[src/rtl/rhythm_scoreboard.sv]
// -----------------------------------------------------------------------------
// rhythm_scoreboard
//
// Per-round judge that sits downstream of the lane droppers. It edge-detects
// per-lane hit and end-of-drop levels, accumulates a saturating point total,
// tracks the current and best combo, and declares the round finished once
// every lane has resolved.
//
// Optional feature: define RHYTHM_SCOREBOARD_COMBO_BONUS_EN to double the
// points of every hit landed while the pre-update combo is at least
// COMBO_BONUS_MIN. Without the macro every hit scores HIT_POINTS.
//
// Parameters:
//   LANES            number of dropper lanes (1..15)
//   HIT_POINTS       points per hit
//   SCORE_MAX        score saturation value (fits 14 bits)
//   COMBO_BONUS_MIN  minimum pre-update combo for the bonus
//
// Ports:
//   frame_clk     in   1      frame clock, all state updates on rising edge
//   Reset         in   1      asynchronous, active-high reset
//   keycode       in   8      8'h2c starts a round, 8'h01 leaves the result
//   hit           in   LANES  per-lane dropper score level
//   done          in   LANES  per-lane end-of-drop level
//   score         out  14     accumulated points, saturating at SCORE_MAX
//   combo         out  8      current consecutive-hit count, saturating 255
//   max_combo     out  8      best combo this round
//   hit_count     out  4      lanes hit this round
//   miss_count    out  4      lanes missed this round
//   playing       out  1      high in PLAY
//   result_valid  out  1      high in RESULT
// -----------------------------------------------------------------------------
module rhythm_scoreboard #(
   parameter int LANES           = 6,
   parameter int HIT_POINTS      = 100,
   parameter int SCORE_MAX       = 9999,
   parameter int COMBO_BONUS_MIN = 4
) (
   input  logic             frame_clk,
   input  logic             Reset,
   input  logic [7:0]       keycode,
   input  logic [LANES-1:0] hit,
   input  logic [LANES-1:0] done,
   output logic [13:0]      score,
   output logic [7:0]       combo,
   output logic [7:0]       max_combo,
   output logic [3:0]       hit_count,
   output logic [3:0]       miss_count,
   output logic             playing,
   output logic             result_valid
);

   localparam logic [7:0]  KEY_START  = 8'h2c;
   localparam logic [7:0]  KEY_EXIT   = 8'h01;
   localparam logic [13:0] SCORE_CAP  = 14'(SCORE_MAX);
   localparam logic [14:0] POINTS     = 15'(HIT_POINTS);

   typedef enum logic [1:0] {
      IDLE   = 2'd0,
      PLAY   = 2'd1,
      RESULT = 2'd2
   } state_t;

   state_t state;
   state_t state_nx;

   // Edge registers and per-round lane latches.
   logic [LANES-1:0] hit_prev;
   logic [LANES-1:0] done_prev;
   logic [LANES-1:0] hit_lat;
   logic [LANES-1:0] done_lat;

   // Decoded control from the FSM.
   logic start_round;
   logic judge;

   // Judging datapath.
   logic [LANES-1:0] hit_rise;
   logic [LANES-1:0] done_rise;
   logic [LANES-1:0] hit_ev;
   logic [LANES-1:0] miss_ev;
   logic [LANES-1:0] hit_lat_nx;
   logic [LANES-1:0] done_lat_nx;
   logic [3:0]       n_hit;
   logic [3:0]       n_miss;
   logic [14:0]      pts_per_hit;
   logic [14:0]      score_sum;
   logic [13:0]      score_nx;
   logic [8:0]       combo_sum;
   logic [7:0]       combo_nx;
   logic [7:0]       max_combo_nx;
   logic             all_done;

   function automatic logic [3:0] popcount(input logic [LANES-1:0] v);
      logic [3:0] n;
      n = '0;
      for (int i = 0; i < LANES; i++) begin
         n = n + {3'b000, v[i]};
      end
      return n;
   endfunction

   // ---------------------------------------------------------------------------
   // Lane judging
   // ---------------------------------------------------------------------------
   assign hit_rise  = hit  & ~hit_prev  & ~hit_lat;
   assign done_rise = done & ~done_prev & ~done_lat;

   // A lane that already resolved as a miss cannot be re-judged as a hit.
   assign hit_ev  = hit_rise & ~done_lat;
   // A done edge only counts as a miss when the note was never hit.
   assign miss_ev = done_rise & ~hit & ~hit_lat;

   assign hit_lat_nx  = hit_lat  | hit_ev;
   assign done_lat_nx = done_lat | done_rise;
   assign all_done    = &done_lat_nx;

   assign n_hit  = popcount(hit_ev);
   assign n_miss = popcount(miss_ev);

   // ---------------------------------------------------------------------------
   // Score and combo arithmetic
   // ---------------------------------------------------------------------------
`ifdef RHYTHM_SCOREBOARD_COMBO_BONUS_EN
   localparam logic [8:0] BONUS_MIN = 9'(COMBO_BONUS_MIN);
   // The bonus is decided on the combo held before this cycle's update.
   assign pts_per_hit = ({1'b0, combo} >= BONUS_MIN) ? (POINTS << 1) : POINTS;
`else
   assign pts_per_hit = POINTS;
`endif

   // 15-bit sum leaves headroom above SCORE_MAX before the clamp.
   assign score_sum = {1'b0, score} + pts_per_hit * {11'b0, n_hit};
   assign score_nx  = (score_sum > {1'b0, SCORE_CAP}) ? SCORE_CAP : score_sum[13:0];

   assign combo_sum = {1'b0, combo} + {5'b0, n_hit};

   always_comb begin
      // NOTE: every always_comb output gets a default first so no path can
      // leave it unassigned and infer a latch.
      combo_nx = combo_sum[8] ? 8'hff : combo_sum[7:0];
      if (n_miss != 4'd0) begin
         // Any miss in the cycle breaks the chain, even alongside hits.
         combo_nx = 8'd0;
      end
      max_combo_nx = (combo_nx > max_combo) ? combo_nx : max_combo;
   end

   // ---------------------------------------------------------------------------
   // FSM: next state and decoded outputs from the registered state
   // ---------------------------------------------------------------------------
   always_comb begin
      state_nx     = state;
      start_round  = 1'b0;
      judge        = 1'b0;
      playing      = 1'b0;
      result_valid = 1'b0;
      unique case (state)
         IDLE: begin
            if (keycode == KEY_START) begin
               state_nx    = PLAY;
               start_round = 1'b1;
            end
         end
         PLAY: begin
            playing = 1'b1;
            judge   = 1'b1;
            if (all_done) begin
               state_nx = RESULT;
            end
         end
         RESULT: begin
            result_valid = 1'b1;
            if (keycode == KEY_EXIT) begin
               state_nx = IDLE;
            end
         end
         default: state_nx = IDLE;
      endcase
   end

   // ---------------------------------------------------------------------------
   // State register and counters
   // ---------------------------------------------------------------------------
   // NOTE: sequential state uses non-blocking assignments so every register
   // samples the pre-edge values, independent of statement order.
   always_ff @(posedge frame_clk or posedge Reset) begin
      if (Reset) begin
         state      <= IDLE;
         hit_prev   <= '0;
         done_prev  <= '0;
         hit_lat    <= '0;
         done_lat   <= '0;
         score      <= '0;
         combo      <= '0;
         max_combo  <= '0;
         hit_count  <= '0;
         miss_count <= '0;
      end else begin
         state <= state_nx;

         // Loading the live inputs every edge, including the start edge,
         // means a level already high when the round opens never counts.
         hit_prev  <= hit;
         done_prev <= done;

         if (start_round) begin
            hit_lat    <= '0;
            done_lat   <= '0;
            score      <= '0;
            combo      <= '0;
            max_combo  <= '0;
            hit_count  <= '0;
            miss_count <= '0;
         end else if (judge) begin
            hit_lat    <= hit_lat_nx;
            done_lat   <= done_lat_nx;
            score      <= score_nx;
            combo      <= combo_nx;
            max_combo  <= max_combo_nx;
            // Each lane resolves at most once, so these cannot exceed LANES.
            hit_count  <= hit_count + n_hit;
            miss_count <= miss_count + n_miss;
         end
      end
   end

endmodule
[config.mk]
export PLATFORM = sky130hd
export DESIGN_NAME = rhythm_scoreboard
export DESIGN_NICKNAME = d
export VERILOG_FILES = /design/src/rtl/rhythm_scoreboard.sv
export SDC_FILE = /design/constraint.sdc
export NUM_CORES = 1
export LEC_CHECK = 0
export ABC_AREA = 1
export CAP_MARGIN = 20
export CORE_MARGIN = 2
export CORE_UTILIZATION = 50
export DETAILED_ROUTE_END_ITERATION = 12
export GPL_ROUTABILITY_DRIVEN = 0
export PLACE_DENSITY = 0.74
export SETUP_SLACK_MARGIN = 0.1
export SLEW_MARGIN = 20
export SYNTH_ARGS = -nofsm -noshare
export SYNTH_HDL_FRONTEND = slang
export SYNTH_SLANG_ARGS = --single-unit
[constraint.sdc]
create_clock -name frame_clk -period 5.9 [get_ports frame_clk]
set_clock_uncertainty 0.15 [all_clocks]
set_input_delay 0.885 -clock frame_clk [delete_from_list [all_inputs] [get_ports frame_clk]]
set_output_delay 0.885 -clock frame_clk [all_outputs]
set_load 0.01 [all_outputs]
==> flow_summary.toml <==
[outcome]
status = "finished clean"

[yosys]
yosys_warnings = 0
yosysUniqueCellTypes = 40
ys.flop_type = "dfrtp_1"
yosysSeqAreaShare = 0.364
syn_area_sq_um = 4330
synthArstFlopShare = 1.00
synth_fp_nets = 617
synth_enable_flop_cells = 0
ys_ff_latch = 63
syn_avg_cell_area_sq_um = 7.86
synth_cells = 551

[critical_path]
startpoint = "hit[0]"
reg2reg_to = "max_combo[7]$_DFFE_PP0P_"
path_class = "in -> reg"
regToRegSetupSlack_ps = 680
rr_worst_depth = 24
reg2reg_from = "done_lat[1]$_DFFE_PP0P_"
endpoint_kind = "register"
arrival_ps = 5760
cp-start-kind = "input port"
crit_end = "max_combo[7]$_DFFE_PP0P_"
path_max_fanout = 5
worstPathRequired_ps = 6010

[sta]
final_hold_viol_count = 0
fin_setup_tns_ps = 0
slew_violations = 0
min_period_ps = 5650
fin_crit_sh = 0.958
relSlewSlack = 0.411
worst_pin_slew_ps = 882
setup_viol = 0
fmax_ghz = 0.177

[clock_tree]
htreeDepth = 3
cts_max_path_buffers = 2
clock_latency_ps = 340
cts_num_sinks = 63
cts_tree = "built"
numCtsBuffers = 9
cts.clk_slew.worst_paths_ps = 70
postCtsHoldBufs = 0
clock-root-buffer = "clkbuf_8"

[route]
drc = 0
wirelength_mm = 11.6
wire_per_inst_um = 15.0
avgViaCountPerCell = 5.34
drt_iter0_drc = 235
firstDrtPassIters = 5
drtAntennaViolNets = 0
vias = 4117

[power_and_ir_drop]
power_mw = 1.51
ir_worst_vdd_uv = 215
power_density_nw_per_um2 = 264
leakagePower_nw = 3.05

[finish]
area_delta_synth_final_pct = 32.1
final_common_cell = "nand2_1"
num-nets-final = 727
drive_gt1_frac = 0.191
layout_common_cells = "128 x nand2_1, 95 x inv_1, 63 x dfrtp_1, 59 x clkdlybuf4s50_1, 46 x buf_4"
diodes = 0

[job]
drv_cap = 0

[global_routing]
grt_antenna_before_repair = 0
first_global_vias = 4134
grt_max_degree = 64
grt.overflow.total = 0
grt_pass1_wl_mm = 19.1
track_usage = 0.248

[placed_design]
hpwl_mm = 8.09
portBuffers = 61

[die]
fp.dieW_um = 97.1
initial_core_util = 0.522
die-area_sq_um = 9420
top_level_ports = 62
num_rows = 33
fp.coreArea_sq_um = 8300
fp.dieH_um = 97.1

[hold_path]
hp-class = "reg -> reg"
-- critical path, cell delays in order --
cell and delay, ps:
clkdlybuf4s50_1 470, nand4_1 120, fa_1 470, fa_1 510, inv_1 60, ha_1 200
fa_1 550, inv_2 70, fa_2 390, or2_4 270, nand2_4 80, nand2_2 80
inv_2 80, o21ai_0 90, a31oi_1 250, ha_1 320, nand2_2 90, inv_1 50
nand4_1 90, nor3_2 50, nor2_1 120, nand2_2 120, buf_4 180, o22ai_2 160
-- cell usage after synthesis (2+ instances only) --
cell | count | area, sq um
fa_1 | 10 | 200
clkbuf_8 | 2 | 27.5
a21oi_1 | 18 | 90.1
buf_6 | 2 | 22.5
nand4_1 | 13 | 81.3
nor2_1 | 34 | 128
ha_1 | 34 | 425
nand3b_1 | 4 | 30.0
a22o_1 | 5 | 43.8
nand2_1 | 136 | 510
dfrtp_1 | 63 | 1580
inv_1 | 99 | 372
xor2_1 | 4 | 35.0
nand3_1 | 30 | 150
and2_1 | 2 | 12.5
nor3_1 | 4 | 20.0
o22ai_1 | 11 | 68.8
nand2_2 | 14 | 87.6
nor2_2 | 3 | 18.8
nor4_1 | 6 | 37.5
o21ai_0 | 27 | 135
buf_2 | 3 | 15.0
nand3_2 | 10 | 100
-- cell type report --
class / instances / area (sq um)
clock buffer: 11 / 141
clock inverter: 5 / 81.3
fill: 667 / 2580
inverter: 100 / 375
multi-input combinational: 379 / 2440
sequential: 63 / 1580
tap: 105 / 131
timing repair buffer: 108 / 972
-- metrics by stage --
stage          std cells  setup slack, ps  hold WS [ps]  utilization  instance area, sq um
3_3_place_gp         740             -172           309        0.631                  5240
4_1_cts              764              113           349        0.668                  5540
6_report             771              250           344        0.689                  5720
3_5_place_dp         740             -396           339        0.631                  5240
2_1_floorplan        551              297           316            -                  4330
5_1_grt              771            -4.87           370        0.689                  5720
-- how the worst min path moves through the flow --
stage | from | end | slack [ps] | cells past startpoint
2_1_floorplan | hit_lat[4]$_DFFE_PP0P_ | hit_lat[4]$_DFFE_PP0P_ | 320 | 2
3_3_place_gp | miss_count[3]$_DFFE_PP0P_ | miss_count[3]$_DFFE_PP0P_ | 310 | 1
3_5_place_dp | miss_count[3]$_DFFE_PP0P_ | miss_count[3]$_DFFE_PP0P_ | 340 | 1
4_1_cts | miss_count[3]$_DFFE_PP0P_ | miss_count[3]$_DFFE_PP0P_ | 350 | 1
5_1_grt | miss_count[3]$_DFFE_PP0P_ | miss_count[3]$_DFFE_PP0P_ | 370 | 1
6_report | miss_count[3]$_DFFE_PP0P_ | miss_count[3]$_DFFE_PP0P_ | 340 | 1
-- layer usage --
metal,track usage,part of all wire
met5,0,0
met4,0.0823,0.029
met3,0.0396,0.048
met2,0.421,0.49
met1,0.324,0.43
-- logic make-up (layout without fill, tap and decap cells) --
kind of cell    Yosys count  count (layout)  share of synthesized area
simple gates            264             264                      0.289
xor+xnor                  5               5                     0.0101
buf+inv                 109             224                      0.104
compound gates           66              66                     0.0878
flops                    63              63                      0.364
fa+ha+maj                44              44                      0.144
-- power by group --
group / internal [mW] / leakage [nW] / switching [mW]
Combinational: 0.263 / 2.20 / 0.279
Clock: 0.250 / 0.110 / 0.176
Sequential: 0.489 / 0.744 / 0.0528
Total: 1.00 / 3.05 / 0.508
-- state kept, by name (all words and copies together), names as in the netlist --
| name | cells |
|---|---|
| score | 13 |
| combo | 8 |
| max_combo | 8 |
| done_lat | 6 |
| done_prev | 6 |
| hit_lat | 6 |
| hit_prev | 6 |
| hit_count | 4 |
| miss_count | 4 |
| state | 2 |
-- repair_timing --
item                                    CTS  global route
gates resized for setup                  10            31
endpoints found under the setup margin   10            22
setup buffers                             8             7
pin swaps                                 9            13
(Power assumes the default switching activity.)
